<file path="config.mk">
export PLATFORM = sky130hd
export DESIGN_NAME = alu_cmd_sequencer
export DESIGN_NICKNAME = d
export VERILOG_FILES = /design/src/rtl/alu_cmd_sequencer.sv
export SDC_FILE = /design/constraint.sdc
export NUM_CORES = 1
export LEC_CHECK = 0
export ABC_AREA = 0
export BUFFER_PORTS_ARGS = -buffer_cell sky130_fd_sc_hd__buf_2
export CAP_MARGIN = 20
export CORE_MARGIN = 4
export CORE_UTILIZATION = 35
export DETAILED_ROUTE_END_ITERATION = 6
export GPL_TIMING_DRIVEN = 0
export PLACE_DENSITY = 0.61
export SYNTH_ARGS = -nofsm -noshare
export SYNTH_HDL_FRONTEND = slang
export SYNTH_SLANG_ARGS = --single-unit
</file>
<file path="constraint.sdc">
create_clock -name clk -period 6.5 [get_ports clk]
set_clock_uncertainty 0.1 [all_clocks]
set_input_delay 0.325 -clock clk [delete_from_list [all_inputs] [get_ports clk]]
set_output_delay 0.325 -clock clk [all_outputs]
set_load 0.01 [all_outputs]
</file>
<file path="src/rtl/alu_cmd_sequencer.sv">
// rtl/alu_cmd_sequencer.sv - command FIFO and sequencer feeding an 8-bit ALU, result via valid/ready
// Optional res_zero output is built when ALU_CMD_ZERO_FLAG_EN is defined.
module alu_cmd_sequencer #(
    parameter int DEPTH = 4
) (
    input  logic       clk,
    input  logic       rst,
    input  logic       cmd_valid,
    output logic       cmd_ready,
    input  logic [3:0] cmd_a,
    input  logic [3:0] cmd_b,
    input  logic [2:0] cmd_op,
    output logic [3:0] alu_a,
    output logic [3:0] alu_b,
    output logic [2:0] alu_op,
    input  logic [7:0] alu_result,
    output logic       res_valid,
    input  logic       res_ready,
    output logic [7:0] res_data,
    output logic [2:0] res_op,
`ifdef ALU_CMD_ZERO_FLAG_EN
    output logic       res_zero,
`endif
    output logic [7:0] res_count
);

    localparam int AW = $clog2(DEPTH);

    typedef enum logic [1:0] {S_IDLE, S_EXEC, S_DONE} state_t;

    state_t         state_q, state_d;
    logic [10:0]    mem_q [DEPTH];
    logic [AW-1:0]  wr_ptr_q, wr_ptr_d, rd_ptr_q, rd_ptr_d;
    logic [AW:0]    count_q, count_d;
    logic [3:0]     alu_a_q, alu_a_d, alu_b_q, alu_b_d;
    logic [2:0]     alu_op_q, alu_op_d;
    logic           res_valid_q, res_valid_d;
    logic [7:0]     res_data_q, res_data_d;
    logic [2:0]     res_op_q, res_op_d;
    logic [7:0]     res_count_q, res_count_d;
    logic           push, pop, fifo_nempty;
`ifdef ALU_CMD_ZERO_FLAG_EN
    logic           res_zero_q, res_zero_d;
    assign res_zero = res_zero_q;
`endif

    // Ready depends on the registered count only, so no combinational path from cmd_valid/res_ready.
    assign cmd_ready   = (count_q < (AW+1)'(DEPTH));
    assign fifo_nempty = (count_q != '0);
    assign push        = cmd_valid && cmd_ready;

    assign alu_a     = alu_a_q;
    assign alu_b     = alu_b_q;
    assign alu_op    = alu_op_q;
    assign res_valid = res_valid_q;
    assign res_data  = res_data_q;
    assign res_op    = res_op_q;
    assign res_count = res_count_q;

    always_comb begin
        state_d     = state_q;
        pop         = 1'b0;
        alu_a_d     = alu_a_q;
        alu_b_d     = alu_b_q;
        alu_op_d    = alu_op_q;
        res_valid_d = res_valid_q;
        res_data_d  = res_data_q;
        res_op_d    = res_op_q;
        res_count_d = res_count_q;
`ifdef ALU_CMD_ZERO_FLAG_EN
        res_zero_d  = res_zero_q;
`endif
        case (state_q)
            S_IDLE: begin
                if (fifo_nempty) begin
                    pop     = 1'b1;
                    state_d = S_EXEC;
                end
            end
            S_EXEC: begin
                res_data_d  = alu_result;
                res_op_d    = alu_op_q;
                res_valid_d = 1'b1;
`ifdef ALU_CMD_ZERO_FLAG_EN
                res_zero_d  = (alu_result == 8'h00);
`endif
                state_d     = S_DONE;
            end
            S_DONE: begin
                if (res_ready) begin
                    res_valid_d = 1'b0;
                    res_count_d = res_count_q + 8'd1;
                    if (fifo_nempty) begin
                        pop     = 1'b1;
                        state_d = S_EXEC;
                    end else begin
                        state_d = S_IDLE;
                    end
                end
            end
            default: state_d = S_IDLE;
        endcase

        if (pop) begin
            {alu_a_d, alu_b_d, alu_op_d} = mem_q[rd_ptr_q];
        end

        wr_ptr_d = push ? wr_ptr_q + AW'(1) : wr_ptr_q;
        rd_ptr_d = pop  ? rd_ptr_q + AW'(1) : rd_ptr_q;
        case ({push, pop})
            2'b10:   count_d = count_q + (AW+1)'(1);
            2'b01:   count_d = count_q - (AW+1)'(1);
            default: count_d = count_q;
        endcase
    end

    always_ff @(posedge clk) begin
        if (push) begin
            mem_q[wr_ptr_q] <= {cmd_a, cmd_b, cmd_op};
        end
    end

    always_ff @(posedge clk) begin
        if (rst) begin
            state_q     <= S_IDLE;
            wr_ptr_q    <= '0;
            rd_ptr_q    <= '0;
            count_q     <= '0;
            alu_a_q     <= '0;
            alu_b_q     <= '0;
            alu_op_q    <= '0;
            res_valid_q <= 1'b0;
            res_data_q  <= '0;
            res_op_q    <= '0;
            res_count_q <= '0;
`ifdef ALU_CMD_ZERO_FLAG_EN
            res_zero_q  <= 1'b0;
`endif
        end else begin
            state_q     <= state_d;
            wr_ptr_q    <= wr_ptr_d;
            rd_ptr_q    <= rd_ptr_d;
            count_q     <= count_d;
            alu_a_q     <= alu_a_d;
            alu_b_q     <= alu_b_d;
            alu_op_q    <= alu_op_d;
            res_valid_q <= res_valid_d;
            res_data_q  <= res_data_d;
            res_op_q    <= res_op_d;
            res_count_q <= res_count_d;
`ifdef ALU_CMD_ZERO_FLAG_EN
            res_zero_q  <= res_zero_d;
`endif
        end
    end

endmodule
</file>
Yosys cells after proc, flatten, opt, wreduce, memory -nomap -nowiden

Memories as Yosys holds them, arrays and structs flattened. A register that Yosys moved wholly into a read port is not among the register bits.
Cells that the tools add are included.

Equal/unequal tests: 6
Reductions and logical operators: 8
$lt $le $gt $ge: 1
Add/subtract/negate cells: 5
Mux-type cells: 12

Operators by type and width:

| operator            | number |
|---|---|
| $add 8x1->8 const B | 1 |
| $mux 1              | 6 |
| $pmux 2 s3          | 1 |
| $pmux 3 s2          | 1 |
| $reduce_and 2->1    | 3 |
| $add 2x1->2 const B | 2 |
| $eq 2x1->1 const B  | 2 |
| $eq 2x2->1 const B  | 2 |
| $mux 2              | 2 |
| $ne 2x2->1 const B  | 2 |
| $pmux 1 s2          | 2 |
| $reduce_bool 2->1   | 2 |
| $add 3x1->3 const B | 1 |
| $lt 3x3->1 const B  | 1 |
| $reduce_bool 3->1   | 1 |
| $sub 3x1->3 const B | 1 |
| $logic_not 2->1     | 1 |
| $logic_and 1x1->1   | 1 |

Bits of input ports: 23
Register bits: 29
Output and inout bits: 32
Memories: 1
Memory bits (writable): 44
Logic and storage cells: 41

Memory list:

| memory | depth | bits a word | read ports | clocked after memory_dff | wr ports | line | RTL |
|---|---|---|---|---|---|---|---|
| mem_q  | 4     | 11          | 1          | 1                        | 1        | 32   | `logic [10:0] mem_q [DEPTH];` |

Depth between registers and ports, before layout

Depth in word-level cells: 6
Mapped depth: 9
Gate-level depth less buffers: 8

Worst setup path after synthesis

Ideal clock, no wire load.

Path kind: register to register
From: register state_q[1]
To: register count_q[2]
Data required time: 6330 ps
Setup time: 70 ps
Period minus slack after synthesis: 2337 ps
Arrival: 2166 ps
Path buffers: 1
Setup slack: 4163 ps
Cell stages (with the launch flop): 10
Cells stage by stage: dfxtp_1 -> and2b_1 -> nor3_1 -> buf_2 -> ha_1 -> inv_1 -> fa_1 -> xor2_1 -> or3_1 -> a21oi_1

Longest elaborated chain between the ends: 4
Elaborated cells on any way between the ends: 7
Classes of those cells: eq/ne: 3; mux: 2; reduce/logical: 2

RTL lines:

| element                                                | line | RTL |
|---|---|---|
| start: declaration                                     | 31   | `state_t state_q, state_d;` |
| start signal: assignment                               | 140  | `state_q <= state_d;` |
| $eq 2x2->1 / $logic_not 2->1 (equally long branches)   | 73   | `case (state_q)` |
| $pmux 1 s2 *                                           | 73   |  |
| net pop                                                | 41   | `logic push, pop, fifo_nempty;` |
| $eq 2x1->1 / $eq 2x2->1 (equally long branches)        | 110  | `case ({push, pop})` |
| $pmux 3 s2 / $reduce_bool 2->1 (equally long branches) | --   |  |
| end signal: assignment                                 | 143  | `count_q <= count_d;` |
| end: declaration                                       | 34   | `logic [AW:0] count_q, count_d;` |

Mark *: on every way through the listed nets, which the timed path passes. The rest lies on a longest branch.
A chain may end at the register's enable or synchronous reset.

Final worst setup path

Ends and elaborated chain as after synthesis.

==> results.md <==
* Clock buffer depth at 2
* RSZ-0062 raised after global routing: no
* Sequential-to-total area share from yosys stat at 64.6%
* Core Region at 0.00920 mm²
* DRT met1 WL at 2700 µm
* Setup CP Type: register to register
* Buffers on Ports at 54
* Slew at the pin closest to its max-slew limit at 598 ps
* YS warnings at 0
* Setup total negative slack at 0 ps
* Post-synthesis net count at 273
* Num rows at 35
* EDFF count, synth at 44
* WP data required at 6680 ps
* Worst skew pair latency at 350 ps
* H-tree levels at 3
* CP max stage cell: fa_1
* Status: finished clean
* Post-CTS sizing at 0
* Synth Register Bits at 84
* Via count at 2,007
* RD Place Congestion at 0.741
* Total power at 0.00149 W
* Routed wl met2 at 2900 µm
* Detailed Route WL at 6000 µm
* CP bufs+invs at 2
* Root buf cell: clkbuf_8
* Clk sinks at 84
* Critical path, cell by cell: and2b_1 -> nor3_1 -> buf_2 -> ha_1 -> inv_1 -> fa_1 -> xor2_1 -> or3_1 -> a21oi_1
* Total CTS buffers at 9
* Synth cell types at 36
* Total Routing Usage GR at 11.6%
* Async set-reset flop share out of synthesis at 0%
* Largest net degree at the start of global routing at 18
* Most common flop cell mapped by yosys: edfxtp_1
* Post-DRT Antenna Nets at 0
* Share of layout cells above drive strength 1 at 29.1%
* Diode count at 0
* Tmin final at 2620 ps
* # fillers at 861
* Top sig layer: met4
* Vias in the first global route at 1,994
* Drt pass-1 iters at 4
* Die ar. at 0.0110 mm²
* Die span in y at 105 µm
* Total grt overflow at 0
* Die X at 105 µm
* DRC viols at 0
* Crit path arrival time at 2800 ps
* Post-Syn Area per Cell at 13.5 µm²
* IO Pins at 55
* Max Cap Viol at 0
* Fin. Hold Viols at 0
* Post-CTS Setup Bufs at 0
* P per Cell Area at 383 mW/mm²
* Crit-path max cell delay at 380 ps
* CTS Hold Buffers Added at 0
* Clock transition at path regs at 100 ps
* Initial antenna violation count at 0
* Worst VDD drop at 0.115 mV
* Vias/cell at 4.73
* Metal3 WL at 303 µm
* Dpl hpwl at 4260 µm
* Fin nets at 338
* CP delay by family, top: simple AND/OR/NAND/NOR gates
* Initial DRC Count at 55
* CP Max Fanout at 10
* Final Max Slew Viols at 0
* Startpoint Class: register
* First-pass GRT wire length at 9930 µm
* Top achievable clock speed at 382 MHz
* Mapped cell area at 0.00328 mm²
* Max-slew headroom at 60.2%
* Setup Viol. Count Final at 0
* Initial core utilization at 35.7%
* CTS tree: built
* Worst hold path type: primary input to register
* Fin crit share at 40.3%
* Gate Count Post-Synth at 243
* Routed len/inst at 14.1 µm
* Pleak at 1.45 nW
* Worst setup EP type: register
* Area growth syn-to-layout at 18.2%
==> layout make-up <==
cell class | count | area (µm²) | share of cell area, %
plain buffers | 13 | 67.6 | 1.74
clock buffers | 9 | 124 | 3.19
clock inverters | 7 | 66.3 | 1.71
inverters | 9 | 33.8 | 0.870
multi-input cells | 137 | 1060 | 27.3
flip-flops and latches | 84 | 2120 | 54.6
well taps | 111 | 139 | 3.58
repair buffers | 54 | 270 | 6.96
==> kinds of logic after synthesis <==
family          count (synthesis)  share of synthesized area (%)
xor+xnor                        5                           1.33
buf+inv                        22                           3.09
flops                          84                           64.6
mux                            15                           8.84
fa+ha+maj                       7                           2.90
compound gates                 36                           6.97
simple gates                   74                           12.3
==> cell usage after synthesis, types with 2 or more instances <==
cell,number,area [µm²]
xnor2_1,2,17.5
dfxtp_1,40,801
clkbuf_1,6,22.5
or3_1,3,18.8
o2bb2ai_1,11,96.3
ha_1,6,75.1
inv_1,9,33.8
buf_6,2,22.5
mux2i_1,2,20.0
nor2_1,13,48.8
buf_1,2,7.51
and2_1,4,25.0
o21ai_0,3,15.0
nor2b_1,4,25.0
buf_2,3,15.0
a21oi_1,19,95.1
o31ai_1,3,22.5
nand2b_1,12,75.1
edfxtp_1,44,1320
nand2_1,24,90.1
xor2_1,3,26.3
or4_1,3,22.5
mux4_2,11,248
mux2_2,2,22.5
==> metrics by stage <==
step | worst slack (ps) | cell area [µm²] | hold slack (ps) | instances | utilization (%)
floorplan | 4160 | 3280 | 324 | 243 | -
global placement | 3860 | 3690 | 338 | 408 | 40.2
detailed placement | 3790 | 3690 | 346 | 408 | 40.2
CTS | 3870 | 3880 | 61.5 | 424 | 42.2
global route | 3730 | 3880 | 60.9 | 424 | 42.2
finish | 3880 | 3880 | 75.1 | 424 | 42.2
==> placed cells by master, fill, tap and decap left out, types with 6 or more instances in the layout <==
cell type  synthesis  layout
mux4_2            11      11
clkbuf_1           6       6
edfxtp_1          44      44
o2bb2ai_1         11      11
a21oi_1           19      19
dfxtp_1           40      40
nand2b_1          12      12
ha_1               6       6
nor2_1            13      13
inv_1              9       9
clkbuf_8           0       9
nand2_1           24      24
buf_2              3      57
==> power breakdown <==
group	internal, W	switching (W)	total [W]
clock	0.000149	0.000208	0.000358
sequential	0.000659	0.0000493	0.000708
combinational	0.000195	0.000226	0.000421
==> path summary, 6_finish.rpt <==
check | depth (start not counted) | to | slack [ps] | start
worst max-delay path | 9 | count_q[2]$_SDFFE_PP0P_ | 3880 | state_q[1]$_SDFFE_PP0P_
worst min-delay path | 1 | mem_q[1][9]$_DFFE_PP_ | 80 | cmd_a[2]
worst max register to register | 9 | count_q[2]$_SDFFE_PP0P_ | 3880 | state_q[1]$_SDFFE_PP0P_
worst min register to register | 2 | res_data[4]$_SDFFE_PP0P_ | 360 | res_data[4]$_SDFFE_PP0P_
==> flip-flops by register name, summed over array words and instances (netlist names), 3 cells and up <==
| register | count |
|---|---|
| mem_q | 44 |
| res_count | 8 |
| res_data | 8 |
| alu_a | 4 |
| alu_b | 4 |
| alu_op | 3 |
| count_q | 3 |
| res_op | 3 |
==> metal layers <==
layer / global-route usage [%] / vias to the layer above
met3: 3.34 / 5
met4: 5.62 / 0
met5: 0 / -
met2: 19.1 / 49
met1: 13.8 / 944
li1: - / 1009
(Power assumes the default switching activity.)
